===== src/rtl/booth_mult_arbiter.sv =====
// Round-robin arbiter sharing one radix-4 Booth multiplier across requesters.
// Define MULT_ARB_ACCUM_EN for per-requester accumulation of products.
module booth_mult_arbiter #(
    parameter int BITWIDTH  = 8,
    parameter int NUM_REQ   = 4,
    parameter int ID_W      = $clog2(NUM_REQ),
    parameter int ACC_GUARD = 8
) (
    input  logic                         clk,
    input  logic                         rst,
    input  logic [NUM_REQ-1:0]           req,
    input  logic [NUM_REQ*BITWIDTH-1:0]  a_in,
    input  logic [NUM_REQ*BITWIDTH-1:0]  b_in,
`ifdef MULT_ARB_ACCUM_EN
    input  logic [NUM_REQ-1:0]           acc_first,
`endif
    output logic [NUM_REQ-1:0]           gnt,
    output logic                         res_valid,
    input  logic                         res_ready,
    output logic [ID_W-1:0]              res_id,
`ifdef MULT_ARB_ACCUM_EN
    output logic [2*BITWIDTH+ACC_GUARD-1:0] res
`else
    output logic [2*BITWIDTH-1:0]        res
`endif
);

    logic                       s1_en;
    logic                       s2_en;
    logic                       s1_valid;
    logic                       s2_valid;
    logic                       accept;
    logic [ID_W-1:0]            ptr;
    logic [ID_W-1:0]            idx;
    logic [ID_W-1:0]            gnt_id;
    logic [ID_W-1:0]            s1_id;
    logic [BITWIDTH-1:0]        s1_a;
    logic [BITWIDTH-1:0]        s1_b;
    logic signed [2*BITWIDTH-1:0] a_sx;
    logic signed [2*BITWIDTH-1:0] pp;
    logic signed [2*BITWIDTH-1:0] prod;
    logic [BITWIDTH:0]          b_ext;

    assign res_valid = s2_valid;
    assign s2_en     = !s2_valid || res_ready;
    assign s1_en     = !s1_valid || s2_en;
    assign accept    = |(req & gnt);

    // Scan from ptr upward with wrap; the first requester found wins.
    always_comb begin
        gnt    = '0;
        gnt_id = '0;
        idx    = '0;
        if (s1_en && !rst) begin
            for (int i = 0; i < NUM_REQ; i++) begin
                idx = ID_W'((int'(ptr) + i) % NUM_REQ);
                if (gnt == '0 && req[idx]) begin
                    gnt[idx] = 1'b1;
                    gnt_id   = idx;
                end
            end
        end
    end

    // Radix-4 Booth: recode overlapping multiplier triplets into {0,+-1,+-2}.
    always_comb begin
        a_sx  = {{BITWIDTH{s1_a[BITWIDTH-1]}}, s1_a};
        b_ext = {s1_b, 1'b0};
        prod  = '0;
        pp    = '0;
        for (int k = 0; k < BITWIDTH / 2; k++) begin
            case (b_ext[2*k +: 3])
                3'b001, 3'b010: pp = a_sx;
                3'b011:         pp = a_sx <<< 1;
                3'b100:         pp = -(a_sx <<< 1);
                3'b101, 3'b110: pp = -a_sx;
                default:        pp = '0;
            endcase
            prod = prod + (pp <<< (2 * k));
        end
    end

`ifdef MULT_ARB_ACCUM_EN
    localparam int RES_W = 2*BITWIDTH + ACC_GUARD;
    logic             s1_first;
    logic [RES_W-1:0] acc [NUM_REQ];
    logic [RES_W-1:0] new_acc;

    // acc[] is written in the same stage it is read, so same-id
    // back-to-back updates always see the previous sum.
    always_comb begin
        new_acc = (s1_first ? '0 : acc[s1_id])
                + {{ACC_GUARD{prod[2*BITWIDTH-1]}}, prod};
    end
`endif

    always_ff @(posedge clk) begin
        if (rst) begin
            s1_valid <= 1'b0;
            ptr      <= '0;
            s1_id    <= '0;
            s1_a     <= '0;
            s1_b     <= '0;
`ifdef MULT_ARB_ACCUM_EN
            s1_first <= 1'b0;
`endif
        end else if (s1_en) begin
            s1_valid <= accept;
            if (accept) begin
                s1_id <= gnt_id;
                s1_a  <= a_in[gnt_id*BITWIDTH +: BITWIDTH];
                s1_b  <= b_in[gnt_id*BITWIDTH +: BITWIDTH];
`ifdef MULT_ARB_ACCUM_EN
                s1_first <= acc_first[gnt_id];
`endif
                if (gnt_id == ID_W'(NUM_REQ - 1))
                    ptr <= '0;
                else
                    ptr <= gnt_id + ID_W'(1);
            end
        end
    end

    always_ff @(posedge clk) begin
        if (rst) begin
            s2_valid <= 1'b0;
            res      <= '0;
            res_id   <= '0;
`ifdef MULT_ARB_ACCUM_EN
            for (int i = 0; i < NUM_REQ; i++) acc[i] <= '0;
`endif
        end else if (s2_en) begin
            s2_valid <= s1_valid;
            if (s1_valid) begin
                res_id <= s1_id;
`ifdef MULT_ARB_ACCUM_EN
                res        <= new_acc;
                acc[s1_id] <= new_acc;
`else
                res <= prod;
`endif
            end
        end
    end

endmodule


===== config.mk =====
export PLATFORM = sky130hd
export DESIGN_NAME = booth_mult_arbiter
export DESIGN_NICKNAME = d
export VERILOG_FILES = /design/src/rtl/booth_mult_arbiter.sv
export SDC_FILE = /design/constraint.sdc
export NUM_CORES = 1
export LEC_CHECK = 0
export ABC_AREA = 1
export CORE_UTILIZATION = 45
export DETAILED_ROUTE_END_ITERATION = 8
export PLACE_DENSITY_LB_ADDON = 0.1
export SYNTH_ARGS = -nofsm -noshare
export SYNTH_HDL_FRONTEND = slang
export SYNTH_SLANG_ARGS = --single-unit

===== constraint.sdc =====
create_clock -name clk -period 5.3 [get_ports clk]
set_input_delay 1.06 -clock clk [delete_from_list [all_inputs] [get_ports clk]]
set_output_delay 1.06 -clock clk [all_outputs]
set_load 0.02 [all_outputs]

==> results.yml <==
die:
  pin_count: 94
  die_area_um2: 11440
  num_rows: 37
  die_h_um: 107.0
  start_util_pct: 47.17
  core_um2: 10510
  die_x_um: 107.0
global_route:
  gr-total-overflow: 0
  track_usage_pct: 26.62
  grt_start_max_net_pins: 39
  antenna_found_initial: 0
  grt_pass1_wl_um: 24360
  grt_pass1_vias: 5191
cells_and_area:
  final_nets: 1014
  area_delta_synth_final_pct: 21.83
  utilization_pct: 57.47
  layout-drive-gt1-share_pct: 3.683
  final.fill_count: 1073
  seq_area_um2: 800.8
  antenna_cells: 0
  multi_input_area_um2: 3319
setup_path:
  start_kind: "flop"
  worstPathArrival_ps: 4940
  endpoint: "res[15]"
  crit_type: "flop to flop"
  cpMaxStageDelayCell: "fa_1"
  reg2reg_slack_ps: 560
  critical_path_required_ps: 5500
  end_kind: "flop"
  r2r-start: "s1_a[0]"
  worstReg2RegEnd: "res[15]"
  path_max_fanout: 7
  cp_slowest_stage_delay_ps: 530
  r2r_cells: 28
  startpoint: "s1_a[0]"
  crit_top_cell: "inv_1"
logic_synthesis:
  yosys.area.top_type: "dfxtp_1"
  ys_seq_area_share_pct: 16.15
  synthCells: 818
  yosysUniqueCellTypes: 39
  ys_seq_elements: 40
  syn_area_um2: 4957
  yosys.area.top_type_share_pct: 16.15
  syn_nets: 936
  avgSynthCellArea_um2: 6.060
  async_flop_share_pct: 0
  synth.area.top_cells: "dfxtp_1 (16%), inv_1 (14%), nand2_1 (12%)"
  ys.warnings.count: 0
  synth_ff_type: "dfxtp_1"
  synth-edff-count: 0
power_and_ir_drop:
  p_leak_uw: 0.003179
  p_sw_uw: 2305
  peakVddDrop_mv: 0.4715
  p_clk_share_pct: 5.0
  pwr_density_cell_nw_per_um2: 652.7
  power_frac_seq_pct: 13.0
  p_int_uw: 1637
  power_uw: 3942
  combPwrFrac_pct: 82.0
  netSwitchingFraction_pct: 58.47
routing:
  viasPerCell: 5.300
  drtPass1Iterations: 5
  routed_wl_um: 14910
  final_antenna_net_count: 0
  drtIter0Drc: 425
  wl_per_cell_um: 14.45
  num_vias: 5470
  drcViolationCount: 0
timing:
  rsz0062_at_grt: "no"
  fin_crit_sh_pct: 89.39
  min_period_ps: 4738
  fin_skew_ps: 3.175
  tightestPinTransition_ps: 1092
  max-slew-margin-rel_pct: 27.09
  tns_ps: 0
  hold_violations: 0
  fmaxAchievable_ghz: 0.2111
  report.final.slew_viol_count: 0
  setup_viol: 0
clock_tree:
  cts_hold_buf: 0
  clk_pin_slew_worst_paths_ps: 70
  cts.sinks: 40
  htree_levels: 2
  post_cts_buffers: 0
  cts_inserted_buffers: 5
  clock_path_buffers: 2
  clk_latency_ps: 300
  cts_tree: "done"
  ctsResizeCount: 0
  cts_root_buf: "clkbuf_8"
hold_path:
  hold_class: "flop to flop"
placed_design:
  portBuffers: 93
  gp_congestion: 0.9714
  dpl.hpwl_um: 11890
job:
  maxCapViolations: 0
outcome:
  status: "complete, no violations"
state kept, by name (all words and copies together) (netlist names):
signal and count:
s1_id 2, s1_a 8, res_valid 1, res_id 2, res 16, s1_b 8, s1_valid 1, ptr 2
worst max-delay path, delay by kind of cell (launching register included):
family | cells | cell delay (ps)
flip-flops | 1 | 380
XOR/XNOR | 1 | 90
AO/OA/AOI/OAI | 6 | 1000
adder cells (fa/ha/maj) | 4 | 1600
buffers and inverters | 7 | 610
AND/OR/NAND/NOR | 10 | 960
per-layer routing:
| layer | wire length [um] | track usage [%] |
|---|---|---|
| met4 | 429 | 9.883 |
| met2 | 7000 | 44.42 |
| met3 | 896 | 3.283 |
| met5 | 0 | 0 |
| met1 | 6582 | 35.05 |
per-stage QoR:
stage	instance area, um2	hold slack, ps	cells	worst slack, ps
after global placement	5962	455.5	1025	575.8
after detailed placement	5962	467.2	1025	603.7
final	6040	471.5	1032	562.1
after global routing	6040	502.7	1032	143.1
after CTS	6040	478.4	1032	581.1
after floorplan	4957	440.5	818	1125
power by group through the flow:
stage                     sequential (uW)  clock [uW]  combinational, uW
final                                 512         197               3230
after global routing                  525         210               3670
after CTS                             510         201               3240
after detailed placement              515           0               3230
after global placement                512           0               3220
after floorplan                       559           0               2350
layout make-up:
class | instances | share of cell area [%]
flip-flops and latches | 40 | 13.26
clock inverters | 1 | 0.08287
clock buffers | 6 | 1.202
multi-input cells | 565 | 54.96
inverters | 186 | 11.64
repair buffers | 98 | 16.03
well taps | 136 | 2.817
Yosys cell counts (13+ instances only):
| library cell | number |
|---|---|
| nor2_1 | 101 |
| a21oi_1 | 38 |
| o21ai_0 | 36 |
| inv_1 | 182 |
| o22ai_1 | 18 |
| dfxtp_1 | 40 |
| ha_1 | 26 |
| clkbuf_1 | 13 |
| fa_1 | 21 |
| nand2_1 | 163 |
| nand4_1 | 34 |
| nand3_1 | 59 |
logic make-up (layout without fill, tap and decap cells):
kind of cell	count (synthesis)	after routing	share of synthesized area [%]
compound gates	122	122	14.89
xor+xnor	17	17	3.003
fa+ha+maj	47	47	15.04
buf+inv	213	291	16.89
flops	40	40	16.15
simple gates	379	379	34.02
how the worst min path moves through the flow:
| stage | start | cells past startpoint | slack, ps | endpoint |
|---|---|---|---|---|
| 5_1_grt | s1_id[0] | 2 | 500 | s1_id[0] |
| 6_report | res[0] | 2 | 470 | res[0] |
| 2_1_floorplan | s1_id[0] | 2 | 440 | s1_id[0] |
| 3_3_place_gp | s1_id[0] | 2 | 460 | s1_id[0] |
| 3_5_place_dp | res[0] | 2 | 470 | res[0] |
| 4_1_cts | res[0] | 2 | 480 | res[0] |
layout by cell type (no fill, tap or decap):
master,netlist,routed
nand2_1,163,163
inv_1,182,182
clkinv_2,0,1
nand3_1,59,59
o31ai_2,1,1
o211ai_1,5,5
nor2_1,101,101
o22ai_1,18,18
a21oi_4,1,1
inv_4,2,2
nor2_2,3,3
nand2_4,1,1
fa_1,21,21
nand2_2,4,4
a21oi_1,38,38
o21ai_0,36,36
inv_2,1,1
clkbuf_1,13,1
xor2_1,10,10
xnor2_1,7,7
a31oi_1,1,1
nand3_2,5,5
clkdlybuf4s50_1,0,93
nor2_4,3,3
a22oi_1,2,2
buf_4,2,5
dfxtp_1,40,40
clkinv_1,1,1
nand3b_1,1,1
nand4_1,34,34
a221oi_1,10,10
and2_1,1,1
o221ai_1,7,7
clkbuf_8,0,5
ha_1,26,26
o2111ai_1,1,1
nor3_1,3,3
o21ai_1,2,2
nor2_8,1,1
(Power assumes the default switching activity.)
